`src/rtl/serial_addsub.sv`:
```
// Digit-serial adder/subtractor: a WIDTH-bit operand pair is processed DIGIT bits per clock,
// least-significant digit first, through one DIGIT-bit adder with a registered carry.
module serial_addsub #(
  parameter int unsigned WIDTH = 16,
  parameter int unsigned DIGIT = 4
) (
  input  logic             clk,
  input  logic             rst,
  input  logic             start,
  input  logic             sub,
  input  logic [WIDTH-1:0] a,
  input  logic [WIDTH-1:0] b,
  input  logic             cin,
  output logic             busy,
  output logic             done,
  output logic [WIDTH-1:0] sum,
  output logic             cout,
  output logic             ovf,
  output logic             zero
);

  localparam int unsigned NDIG = WIDTH / DIGIT;
  localparam int unsigned CntW = (NDIG > 1) ? $clog2(NDIG) : 1;

  typedef enum logic [0:0] {StIdle, StRun} state_e;

  state_e           state_q, state_d;
  logic [WIDTH-1:0] a_q, a_d, b_q, b_d, res_q, res_d;
  logic [CntW-1:0]  cnt_q, cnt_d;
  logic             carry_q, carry_d;
  logic             a_msb_q, a_msb_d, b_msb_q, b_msb_d, sub_q, sub_d;
  logic             done_q, done_d;
  logic [WIDTH-1:0] sum_q, sum_d;
  logic             cout_q, cout_d, ovf_q, ovf_d, zero_q, zero_d;

  logic [DIGIT:0]   dig_sum;
  logic [WIDTH-1:0] res_next;
  logic             ovf_calc;

  always_comb begin
    dig_sum  = {1'b0, a_q[DIGIT-1:0]} + {1'b0, b_q[DIGIT-1:0]} + (DIGIT+1)'(carry_q);
    // New digit enters from the MSB side; after NDIG shifts it sits in its final position.
    res_next = (res_q >> DIGIT) | (WIDTH'(dig_sum[DIGIT-1:0]) << (WIDTH - DIGIT));
    // Overflow is judged on the original operand signs, not on the inverted B.
    if (sub_q) begin
      ovf_calc = (a_msb_q != b_msb_q) && (res_next[WIDTH-1] != a_msb_q);
    end else begin
      ovf_calc = (a_msb_q == b_msb_q) && (res_next[WIDTH-1] != a_msb_q);
    end
  end

  always_comb begin
    state_d = state_q;
    a_d     = a_q;
    b_d     = b_q;
    res_d   = res_q;
    cnt_d   = cnt_q;
    carry_d = carry_q;
    a_msb_d = a_msb_q;
    b_msb_d = b_msb_q;
    sub_d   = sub_q;
    done_d  = 1'b0;
    sum_d   = sum_q;
    cout_d  = cout_q;
    ovf_d   = ovf_q;
    zero_d  = zero_q;
    unique case (state_q)
      StIdle: begin
        if (start) begin
          a_d     = a;
          b_d     = sub ? ~b : b;
          carry_d = sub ? 1'b1 : cin;
          cnt_d   = '0;
          res_d   = '0;
          a_msb_d = a[WIDTH-1];
          b_msb_d = b[WIDTH-1];
          sub_d   = sub;
          state_d = StRun;
        end
      end
      StRun: begin
        a_d     = a_q >> DIGIT;
        b_d     = b_q >> DIGIT;
        carry_d = dig_sum[DIGIT];
        res_d   = res_next;
        cnt_d   = cnt_q + CntW'(1);
        if (cnt_q == CntW'(NDIG - 1)) begin
          state_d = StIdle;
          done_d  = 1'b1;
          sum_d   = res_next;
          cout_d  = dig_sum[DIGIT];
          ovf_d   = ovf_calc;
          zero_d  = (res_next == '0);
        end
      end
      default: state_d = StIdle;
    endcase
  end

  always_ff @(posedge clk) begin
    if (rst) begin
      state_q <= StIdle;
      a_q     <= '0;
      b_q     <= '0;
      res_q   <= '0;
      cnt_q   <= '0;
      carry_q <= 1'b0;
      a_msb_q <= 1'b0;
      b_msb_q <= 1'b0;
      sub_q   <= 1'b0;
      done_q  <= 1'b0;
      sum_q   <= '0;
      cout_q  <= 1'b0;
      ovf_q   <= 1'b0;
      zero_q  <= 1'b0;
    end else begin
      state_q <= state_d;
      a_q     <= a_d;
      b_q     <= b_d;
      res_q   <= res_d;
      cnt_q   <= cnt_d;
      carry_q <= carry_d;
      a_msb_q <= a_msb_d;
      b_msb_q <= b_msb_d;
      sub_q   <= sub_d;
      done_q  <= done_d;
      sum_q   <= sum_d;
      cout_q  <= cout_d;
      ovf_q   <= ovf_d;
      zero_q  <= zero_d;
    end
  end

  assign busy = (state_q == StRun);
  assign done = done_q;
  assign sum  = sum_q;
  assign cout = cout_q;
  assign ovf  = ovf_q;
  assign zero = zero_q;

endmodule

```
`config.mk`:
```
export PLATFORM = sky130hd
export DESIGN_NAME = serial_addsub
export DESIGN_NICKNAME = d
export VERILOG_FILES = /design/src/rtl/serial_addsub.sv
export SDC_FILE = /design/constraint.sdc
export NUM_CORES = 1
export LEC_CHECK = 0
export ABC_CLOCK_PERIOD_IN_PS = 6800
export CAP_MARGIN = 5
export CORE_MARGIN = 1
export CORE_UTILIZATION = 45
export CTS_BUF_LIST = sky130_fd_sc_hd__clkbuf_8
export DETAILED_ROUTE_END_ITERATION = 10
export PLACE_DENSITY = 0.71
export RECOVER_POWER = 100
export SYNTH_ARGS = -nofsm -noshare
export SYNTH_HDL_FRONTEND = slang
export SYNTH_SLANG_ARGS = --single-unit
```
`constraint.sdc`:
```
create_clock -name clk -period 6.8 [get_ports clk]
set_input_delay 1.02 -clock clk [delete_from_list [all_inputs] [get_ports clk]]
set_output_delay 1.02 -clock clk [all_outputs]
set_load 0.1 [all_outputs]
```
==> results of run 1 <==
[final timing paths]
| check | startpoint | to | slack, ns | depth (start not counted) |
|---|---|---|---|---|
| worst max-delay path | rst | ovf$_SDFFE_PP0P_ | 2.77 | 4 |
| worst min-delay path | sum[1]$_SDFFE_PP0P_ | sum[1]$_SDFFE_PP0P_ | 0.45 | 2 |
| worst max register to register | busy$_SDFF_PP0_ | zero$_SDFFE_PP0P_ | 4.36 | 7 |
| worst min register to register | sum[1]$_SDFFE_PP0P_ | sum[1]$_SDFFE_PP0P_ | 0.45 | 2 |
[cell families after synthesis]
group                      after synthesis  share of synthesized area, %
and+or+nand+nor                        110                          16.7
DFF                                     71                          47.0
AOI/OAI and AO/OA                       80                          17.0
xor gates and xnor gates                18                          5.21
buffers and inverters                   33                          4.55
adders and majority gates                6                          2.98
muxes                                   20                          6.62
[cell usage after synthesis, drive strengths merged (3+ instances only)]
cell	count
a211oi	17
a21o	3
a21oi	40
a22o	14
buf	15
clkbuf	11
dfxtp	71
ha	4
inv	6
mux2i	20
nand2	5
nor2	77
nor3b	13
o21ai	4
xnor2	17
[flip-flops by register name, summed over array words and instances (netlist names)]
signal,cells
sum,16
b_msb_q,1
carry_q,1
a_msb_q,1
done,1
cnt_q,2
b_q,16
cout,1
res_q,12
busy,1
sub_q,1
ovf,1
a_q,16
zero,1
[power by group]
| group | switching, mW | internal, mW |
|---|---|---|
| combinational | 0.0614 | 0.0546 |
| sequential | 0.0108 | 0.433 |
| clock | 0.174 | 0.141 |
| total | 0.246 | 0.628 |
[through the flow]
stage	utilization (%)	cells	worst slack [ns]	hold WS [ns]	cell area (sq um)
6_report	58.8	465	2.77	0.450	3780
3_5_place_dp	56.1	449	3.60	0.446	3600
3_3_place_gp	56.1	449	3.62	0.433	3600
4_1_cts	59.0	465	3.22	0.458	3790
2_1_floorplan	-	338	4.62	0.447	3030
5_1_grt	58.8	465	2.39	0.487	3780
[layer usage]
layer	routed length, um	vias to the layer above	global-route usage (%)
met3	263	5	5.04
met4	66	0	6.58
met2	2850	54	30.9
met5	0	-	0
met1	2770	1109	22.0
li1	-	1258	-
[worst max-delay path: cells and delay by family]
kind	cells	cell delay [ns]
compound gates	2	1.34
buf+inv	2	1.90
[final cells by class]
type,instances,area [sq um],area share [%]
well taps,77,96.3,2.55
multi-input cells,234,1460,38.7
clock buffers,9,124,3.28
repair buffers,60,584,15.5
clock inverters,7,62.6,1.66
flip-flops and latches,71,1420,37.7
inverters,7,27.5,0.729
==> impl_summary.txt, run 1 <==
----------------------------------------------------
[Outcome]
  Status ... finished, violations left
  Violations in the final reports ... design-rule violations, max-capacitance violations, max-slew violations

[Timing]
  Largest clock skew in the final design ... 0.0129 ns
  TNS Setup ... 0 ns
  Share of the cycle needed by the critical path after routing ... 59.3%
  Shortest period the worst path allows ... 4.03 ns
  Max-Slew Margin vs Limit ... -29.1%
  Hold violation total from the final report ... 0
  Peak clock frequency supported by timing ... 248 MHz
  Final Slew Violations ... 47
  Count of endpoints failing setup in the final report ... 0
  Setup repair after global routing missed its margin ... false
  Pin slew with the least headroom to its limit ... 1.94 ns

[Floorplan]
  Die height ... 84.0 um
  Die X ... 84.0 um
  Floorplan Core Area ... 6420 sq um
  Core Rows ... 29
  Die outline area ... 7060 sq um
  Boundary Pins ... 58
  Effective utilization at floorplan ... 47.1%

[Routing]
  Routed wire per std cell ... 12.8 um
  Vias/cell ... 5.22
  Routed Antenna Nets ... 0
  Total Routed Length ... 5940 um
  Detailed-routing iteration count for the pre-antenna-repair pass ... 7
  Number of vias after detailed routing ... 2,426
  DRC violations left ... 4
  DRT iter0 DRCs ... 80

[Power]
  Leak Pwr ... 1.57 nW
  Maximum vdd ir drop ... 0.111 mV
  Total power divided by cell area ... 231 nW/um^2
  Total chip power ... 0.874 mW

[Yosys]
  Cell accounting for the most synthesized area ... sky130_fd_sc_hd__dfxtp_1
  Primary FF master, synth ... sky130_fd_sc_hd__dfxtp_1
  Async set-reset flop share out of synthesis ... 0%
  Number of flops mapped to enable cells by yosys ... 0
  Number of different library cells in the post-synthesis netlist ... 36
  Register bit count reported by yosys ... 71
  Proportion of netlist area held by the largest area contributor ... 47.0%
  Post-Syn Instances ... 338
  Syn avg cell area ... 8.95 sq um
  Yosys warnings ... 0
  Seq/Total Area, Yosys ... 47.0%
  Cell area after synthesis ... 3030 sq um
  Net count after synthesis ... 381
  Leading post-synthesis cells by cell area ... sky130_fd_sc_hd__dfxtp_1 47%, sky130_fd_sc_hd__nor2_1 9.6%, sky130_fd_sc_hd__mux2i_1 6.6%

[Clock tree]
  Count of hold buffers inserted by post-cts repair ... 0
  Root buffer cell ... sky130_fd_sc_hd__clkbuf_8
  Number of buffers added for setup after CTS ... 0
  Maximum clock path buffer count ... 2
  Number of H-tree levels ... 3
  Number of buffers created by CTS ... 9
  Worst-Skew Late Latency ... 0.35 ns
  Clock-pin slew on the worst setup and hold paths ... 0.08 ns
  CTS tree ... done
  Num Clock Sinks ... 71
  Post-cts resize count ... 0

[Cells and area]
  Number of fill cells ... 574
  Commonest non-fill, non-tap cell in the layout ... sky130_fd_sc_hd__nor2_1
  Layout cells sized above 1 ... 5.41%
  Most used cells in the layout excluding fill and tap cells ... 77 x sky130_fd_sc_hd__nor2_1, 70 x sky130_fd_sc_hd__dfxtp_1, 40 x sky130_fd_sc_hd__a21oi_1
  Number of antenna diodes ... 0
  Net count reported at finish ... 426
  Area added between synthesis and finish ... 24.9%

[Worst setup path]
  Top fanout value on the critical path ... 46
  Longest individual stage delay on the worst path ... 1.38 ns
  Worst Setup End Kind ... flip-flop
  Worst-path cell chain ... dlygate4sd3_1 > clkbuf_1 > a21oi_1 > a221o_1
  Kind of start point of the critical path ... input pin
  Endpoint required time on the critical path ... 7.03 ns
  Worst path slowest cell ... sky130_fd_sc_hd__clkbuf_1
  CP Data Arrival Time ... 4.26 ns
  Setup Crit Path Kind ... input pin to flip-flop

[Global route]
  Overall overflow remaining after global route ... 0
  Wire length of the first global-routing pass ... 10,200 um
  Vias in the first global route ... 2,258
  Overall Global Routing Usage ... 18.2%
  Number of antenna violations at the first check in global routing ... 0
  Largest net degree at the start of global routing ... 85

[Flow run]
  # Max-Cap Violations ... 1

[Placement]
  Number of I/O port buffers ... 57
  DP Wirelength ... 3960 um
  GP Congestion ... 0.743

[Min path]
  Worst min path class ... flip-flop to flip-flop

----------------------------------------------------
Note: power is estimated with default switching activity, not from simulation.
==> inputs of run 2 (changes only) <==
--- a/config.mk
+++ b/config.mk
@@ -5,7 +5,7 @@
 export SDC_FILE = /design/constraint.sdc
 export NUM_CORES = 1
 export LEC_CHECK = 0
-export ABC_CLOCK_PERIOD_IN_PS = 6800
+export ABC_CLOCK_PERIOD_IN_PS = 3800
 export CAP_MARGIN = 5
 export CORE_MARGIN = 1
 export CORE_UTILIZATION = 45
==> constraint.sdc (replaced) <==
create_clock -name clk -period 3.8 [get_ports clk]
set_input_delay 0.57 -clock clk [delete_from_list [all_inputs] [get_ports clk]]
set_output_delay 0.57 -clock clk [all_outputs]
set_load 0.1 [all_outputs]
==> impl_summary.txt, run 2 (synthesized netlist as in run 1, its figures left out) <==
----------------------------------------------------
[Outcome]
  Status ... finished, violations left
  Violations in the final reports ... design-rule violations, max-capacitance violations, max-slew violations

[Global route]
  Number of antenna violations at the first check in global routing ... 0
  Wire length of the first global-routing pass ... 10,000 um
  Overall overflow remaining after global route ... 0
  Overall Global Routing Usage ... 17.8%
  Largest net degree at the start of global routing ... 84
  Vias in the first global route ... 2,126

[Timing]
  Final Slew Violations ... 84
  Max-Slew Margin vs Limit ... -1.70%
  Shortest period the worst path allows ... 2.86 ns
  Setup repair after global routing missed its margin ... false
  Slack of the critical path ... 0.937 ns
  Share of the cycle needed by the critical path after routing ... 75.3%
  Hold violation total from the final report ... 0
  Pin slew with the least headroom to its limit ... 1.53 ns
  Count of endpoints failing setup in the final report ... 0
  Largest clock skew in the final design ... 0.0125 ns
  Peak clock frequency supported by timing ... 349 MHz
  TNS Setup ... 0 ns

[Routing]
  Detailed-routing iteration count for the pre-antenna-repair pass ... 7
  Number of vias after detailed routing ... 2,410
  Routed Antenna Nets ... 0
  Vias/cell ... 5.18
  DRC violations left ... 4
  Total Routed Length ... 6060 um
  DRT iter0 DRCs ... 180
  Routed wire per std cell ... 13.0 um

[Flow run]
  # Max-Cap Violations ... 1

[Cells and area]
  Area added between synthesis and finish ... 26.4%
  Number of antenna diodes ... 0
  Commonest non-fill, non-tap cell in the layout ... sky130_fd_sc_hd__nor2_1
  Layout cells sized above 1 ... 5.93%
  Net count reported at finish ... 426
  Number of fill cells ... 583
  Most used cells in the layout excluding fill and tap cells ... 77 x sky130_fd_sc_hd__nor2_1, 71 x sky130_fd_sc_hd__dfxtp_1, 39 x sky130_fd_sc_hd__a21oi_1

[Worst setup path]
  Longest individual stage delay on the worst path ... 1.11 ns
  Kind of start point of the critical path ... flip-flop
  Reg-to-reg critical path startpoint ... busy$_SDFF_PP0_
  Sum of buffers and inverters on the critical path ... 2
  Worst path slowest cell ... sky130_fd_sc_hd__clkbuf_2
  CP Data Arrival Time ... 3.15 ns
  Setup Crit Path Kind ... flip-flop to flip-flop
  Largest delay share family, worst path ... buffers and inverters
  Number of logic stages on the critical path including buffering ... 7
  Worst Setup End Kind ... flip-flop
  Endpoint required time on the critical path ... 4.08 ns
  Worst R2R Setup Slack ... 0.94 ns
  Critical path launch point ... busy$_SDFF_PP0_
  Critical register-to-register path endpoint ... zero$_SDFFE_PP0P_
  Critical Path End ... zero$_SDFFE_PP0P_
  Top fanout value on the critical path ... 83
  Cells on worst reg2reg path ... 7
  Worst-path cell chain ... clkbuf_2 > nand2_1 > or2_4 > clkinv_2 > nand4_1 > or4_1 > o21ai_1

[Clock tree]
  Post-cts resize count ... 0
  Number of buffers created by CTS ... 9
  Root buffer cell ... sky130_fd_sc_hd__clkbuf_8
  Number of buffers added for setup after CTS ... 0
  Maximum clock path buffer count ... 2
  Count of hold buffers inserted by post-cts repair ... 0
  Clock-pin slew on the worst setup and hold paths ... 0.09 ns
  Num Clock Sinks ... 71
  Worst-Skew Late Latency ... 0.34 ns
  Number of H-tree levels ... 3
  CTS tree ... done

[Floorplan]
  Effective utilization at floorplan ... 47.1%
  Core Rows ... 29
  Die outline area ... 7060 sq um
  Die height ... 84.0 um
  Die X ... 84.0 um
  Floorplan Core Area ... 6420 sq um
  Boundary Pins ... 58

[Power]
  Maximum vdd ir drop ... 0.266 mV
  Total power divided by cell area ... 439 nW/um^2
  Leak Pwr ... 1.59 nW

[Placement]
  DP Wirelength ... 4030 um
  Number of I/O port buffers ... 57
  Setup Slack @ Placement ... 1.41 ns
  GP Congestion ... 0.761

[Min path]
  Worst min path class ... flip-flop to flip-flop

----------------------------------------------------
==> run 2: cell count changes in the layout (fill, tap and decap cells not counted), sizes merged <==
cell      delta
inv          -3
clkinvlp     +1
bufinv       +2
==> run 2: cell type report <==
type | instances | area (sq um) | share of cell area, %
clock buffer | 9 | 124 | 3.24
sequential | 71 | 1420 | 37.2
multi-input combinational | 234 | 1470 | 38.3
timing repair buffer | 60 | 586 | 15.3
inverter | 7 | 27.5 | 0.720
clock inverter | 7 | 104 | 2.72
tap | 77 | 96.3 | 2.52
==> run 2: power breakdown <==
group,total [mW],internal (mW),switching [mW]
clock,0.678,0.377,0.301
sequential,0.794,0.774,0.0199
combinational,0.207,0.0979,0.110
total,1.68,1.25,0.430
==> run 2: routing by layer <==
| metal | part of all wire, % | wire [um] | GRT usage (%) | vias up |
|---|---|---|---|---|
| met1 | 46 | 2800 | 22.5 | 1099 |
| met2 | 48 | 2940 | 29.2 | 52 |
| met5 | 0 | 0 | 0 | - |
| met3 | 4.1 | 247 | 4.75 | 8 |
| li1 | - | - | - | 1251 |
| met4 | 1.2 | 74 | 6.11 | 0 |
==> run 2: how the worst min path moves through the flow <==
stage | startpoint | end | cells past startpoint
finish | zero$_SDFFE_PP0P_ | zero$_SDFFE_PP0P_ | 2
global route | sum[1]$_SDFFE_PP0P_ | sum[1]$_SDFFE_PP0P_ | 2
CTS | zero$_SDFFE_PP0P_ | zero$_SDFFE_PP0P_ | 2
detailed placement | zero$_SDFFE_PP0P_ | zero$_SDFFE_PP0P_ | 2
global placement | sum[1]$_SDFFE_PP0P_ | sum[1]$_SDFFE_PP0P_ | 2
floorplan | res_q[5]$_SDFFE_PP0P_ | sum[1]$_SDFFE_PP0P_ | 2
==> run 2: worst min-delay path: cells and delay by family (launching register included) <==
family / cells / cell delay, ns
AOI/OAI and AO/OA: 1 / 0.05
DFF: 1 / 0.32
and+or+nand+nor: 1 / 0.05
==> run 2: per-stage QoR <==
step	cells	cell area (sq um)	power, mW	hold WS, ns	utilization, %
floorplan	338	3030	0.953	0.447	-
global placement	449	3600	1.02	0.445	56.1
detailed placement	449	3600	1.02	0.445	56.1
CTS	465	3830	1.70	0.457	59.6
global route	465	3820	1.76	0.486	59.6
finish	465	3820	1.68	0.452	59.6
==> inputs of run 3 (changes only) <==
--- a/config.mk
+++ b/config.mk
@@ -5,13 +5,13 @@
 export SDC_FILE = /design/constraint.sdc
 export NUM_CORES = 1
 export LEC_CHECK = 0
-export ABC_CLOCK_PERIOD_IN_PS = 3800
+export ABC_CLOCK_PERIOD_IN_PS = 2360
 export CAP_MARGIN = 5
 export CORE_MARGIN = 1
 export CORE_UTILIZATION = 45
 export CTS_BUF_LIST = sky130_fd_sc_hd__clkbuf_8
 export DETAILED_ROUTE_END_ITERATION = 10
-export PLACE_DENSITY = 0.71
+export PLACE_DENSITY = 0.73
 export RECOVER_POWER = 100
 export SYNTH_ARGS = -nofsm -noshare
 export SYNTH_HDL_FRONTEND = slang
==> constraint.sdc (replaced) <==
create_clock -name clk -period 2.36 [get_ports clk]
set_input_delay 0.354 -clock clk [delete_from_list [all_inputs] [get_ports clk]]
set_output_delay 0.354 -clock clk [all_outputs]
set_load 0.1 [all_outputs]
==> impl_summary.txt, run 3 (synthesized netlist as in run 1, its figures left out) <==
----------------------------------------------------
[Routing]
  Routed wire per std cell ... 13.2 um
  DRC violations left ... 5
  Routed Antenna Nets ... 0
  Total Routed Length ... 6210 um
  Detailed-routing iteration count for the pre-antenna-repair pass ... 7
  Number of vias after detailed routing ... 2,472
  Vias/cell ... 5.26
  DRT iter0 DRCs ... 155

[Timing]
  Shortest period the worst path allows ... 2.26 ns
  Final Slew Violations ... 0
  Pin slew with the least headroom to its limit ... 1.18 ns
  Count of endpoints failing setup in the final report ... 0
  Setup repair after global routing missed its margin ... false
  TNS Setup ... 0 ns
  Peak clock frequency supported by timing ... 443 MHz
  Largest clock skew in the final design ... 0.00958 ns
  Share of the cycle needed by the critical path after routing ... 95.7%
  Hold violation total from the final report ... 0
  Slack of the critical path ... 0.103 ns
  Max-Slew Margin vs Limit ... 21.4%

[Clock tree]
  Root buffer cell ... sky130_fd_sc_hd__clkbuf_8
  CTS tree ... done
  Maximum clock path buffer count ... 2
  Clock-pin slew on the worst setup and hold paths ... 0.08 ns
  Number of H-tree levels ... 3
  Num Clock Sinks ... 71
  Worst-Skew Late Latency ... 0.35 ns
  Number of buffers created by CTS ... 9

[Worst setup path]
  Worst R2R Setup Slack ... 0.10 ns
  CP Data Arrival Time ... 2.54 ns
  Top fanout value on the critical path ... 2
  Cells on worst reg2reg path ... 8
  Critical register-to-register path endpoint ... zero$_SDFFE_PP0P_
  Kind of start point of the critical path ... flip-flop
  Worst Setup End Kind ... flip-flop
  Setup Crit Path Kind ... flip-flop to flip-flop
  Reg-to-reg critical path startpoint ... a_q[0]$_SDFFE_PP0P_
  Endpoint required time on the critical path ... 2.64 ns

[Cells and area]
  Final core utilization ... 57.5%
  Number of antenna diodes ... 0
  Area added between synthesis and finish ... 22.1%
  Most used cells in the layout excluding fill and tap cells ... 77 x sky130_fd_sc_hd__nor2_1, 71 x sky130_fd_sc_hd__dfxtp_1, 39 x sky130_fd_sc_hd__a21oi_1
  Number of fill cells ... 614
  Number of standard cells in the final layout excluding fillers ... 470
  Layout cells sized above 1 ... 7.63%
  Commonest non-fill, non-tap cell in the layout ... sky130_fd_sc_hd__nor2_1
  Net count reported at finish ... 431
  Area taken by multi-input logic gates ... 1470 sq um
  Register area ... 1420 sq um

[Power]
  Leak Pwr ... 1.48 nW
  Maximum vdd ir drop ... 0.359 mV
  Total power divided by cell area ... 678 nW/um^2
  Total chip power ... 2.50 mW

[Floorplan]
  Boundary Pins ... 58
  Die outline area ... 7060 sq um
  Core Rows ... 29
  Die X ... 84.0 um
  Effective utilization at floorplan ... 47.1%
  Floorplan Core Area ... 6420 sq um
  Die height ... 84.0 um

[Placement]
  Instance count after placement with tap cells included ... 453
  GP Congestion ... 0.765
  Setup Slack @ Placement ... 0.0489 ns
  Number of I/O port buffers ... 57
  DP Wirelength ... 4240 um

[Min path]
  Hold worst-path end ... a_q[14]$_SDFFE_PP0P_
  Cell count of the worst hold path ... 3
  Launch instance of the worst min-delay path ... start
  Worst min path class ... input pin to flip-flop

[Outcome]
  Status ... finished, violations left
  Violations in the final reports ... design-rule violations

[Global route]
  Vias in the first global route ... 2,296
  Overall overflow remaining after global route ... 0
  Overall Global Routing Usage ... 19.1%
  Wire length of the first global-routing pass ... 10,600 um
  Number of antenna violations at the first check in global routing ... 0
  Largest net degree at the start of global routing ... 67

[Flow run]
  # Max-Cap Violations ... 0

----------------------------------------------------
-- run 3: changes by cell type in the layout (fill, tap and decap cells not counted), sizes merged, moves of 2 or more --
cell         previous run  this run
bufinv                  2         0
clkbuf                 10        33
clkinv                  2         5
dlygate4sd3            22         0
inv                     8         6
buf                     3         7
-- run 3: repair_timing --
item	4_1_cts	5_1_grt
resized for setup	0	3
setup endpoints to repair	0	1
endpoints found under the hold margin	0	0
buffers inserted	0	1
hold buffers	0	0
-- run 3: final cells by class --
type,instances,area share [%]
Inverter,7,0.745
Tap cell,77,2.61
Clock buffer,10,3.73
Sequential cell,71,38.5
Clock inverter,6,1.25
Multi-Input combinational cell,234,39.9
Timing Repair Buffer,65,13.3
-- run 3: worst max-delay path: stages (launching register included) --
cell,delay [ns]
sky130_fd_sc_hd__dfxtp_1,0.34
sky130_fd_sc_hd__inv_1,0.07
sky130_fd_sc_hd__fa_2,0.39
sky130_fd_sc_hd__inv_1,0.08
sky130_fd_sc_hd__fa_1,0.45
sky130_fd_sc_hd__nor4b_2,0.23
sky130_fd_sc_hd__nand4_1,0.11
sky130_fd_sc_hd__or4_1,0.41
sky130_fd_sc_hd__o21ai_1,0.13
-- run 3: worst max path at each step --
stage	endpoint	slack, ns	cells past startpoint	startpoint
6_report	zero$_SDFFE_PP0P_	0.10	8	a_q[0]$_SDFFE_PP0P_
5_1_grt	zero$_SDFFE_PP0P_	0.02	8	a_q[0]$_SDFFE_PP0P_
4_1_cts	zero$_SDFFE_PP0P_	0.03	8	a_q[0]$_SDFFE_PP0P_
3_5_place_dp	zero$_SDFFE_PP0P_	0.05	8	a_q[0]$_SDFFE_PP0P_
3_3_place_gp	zero$_SDFFE_PP0P_	0.12	8	a_q[0]$_SDFFE_PP0P_
2_1_floorplan	zero$_SDFFE_PP0P_	0.18	8	a_q[0]$_SDFFE_PP0P_
-- run 3: power breakdown --
| group | switching [mW] | internal, mW | total, mW |
|---|---|---|---|
| Sequential | 0.0387 | 1.25 | 1.29 |
| Combinational | 0.173 | 0.166 | 0.339 |
| Clock | 0.466 | 0.413 | 0.879 |
| Total | 0.678 | 1.83 | 2.50 |
-- run 3: per-layer routing --
metal	GRT usage [%]	up-vias	part of all wire (%)
li1	-	1265	-
met1	23.1	1128	47
met2	30.8	64	46
met3	5.24	15	4.5
met4	10.3	0	2.6
met5	0	-	0
-- run 3: stage by stage --
step	area [sq um]	hold slack [ns]
after global routing	3690	0.411
after global placement	3580	0.448
after detailed placement	3580	0.450
after CTS	3760	0.405
after floorplan	3030	0.447
final	3690	0.418
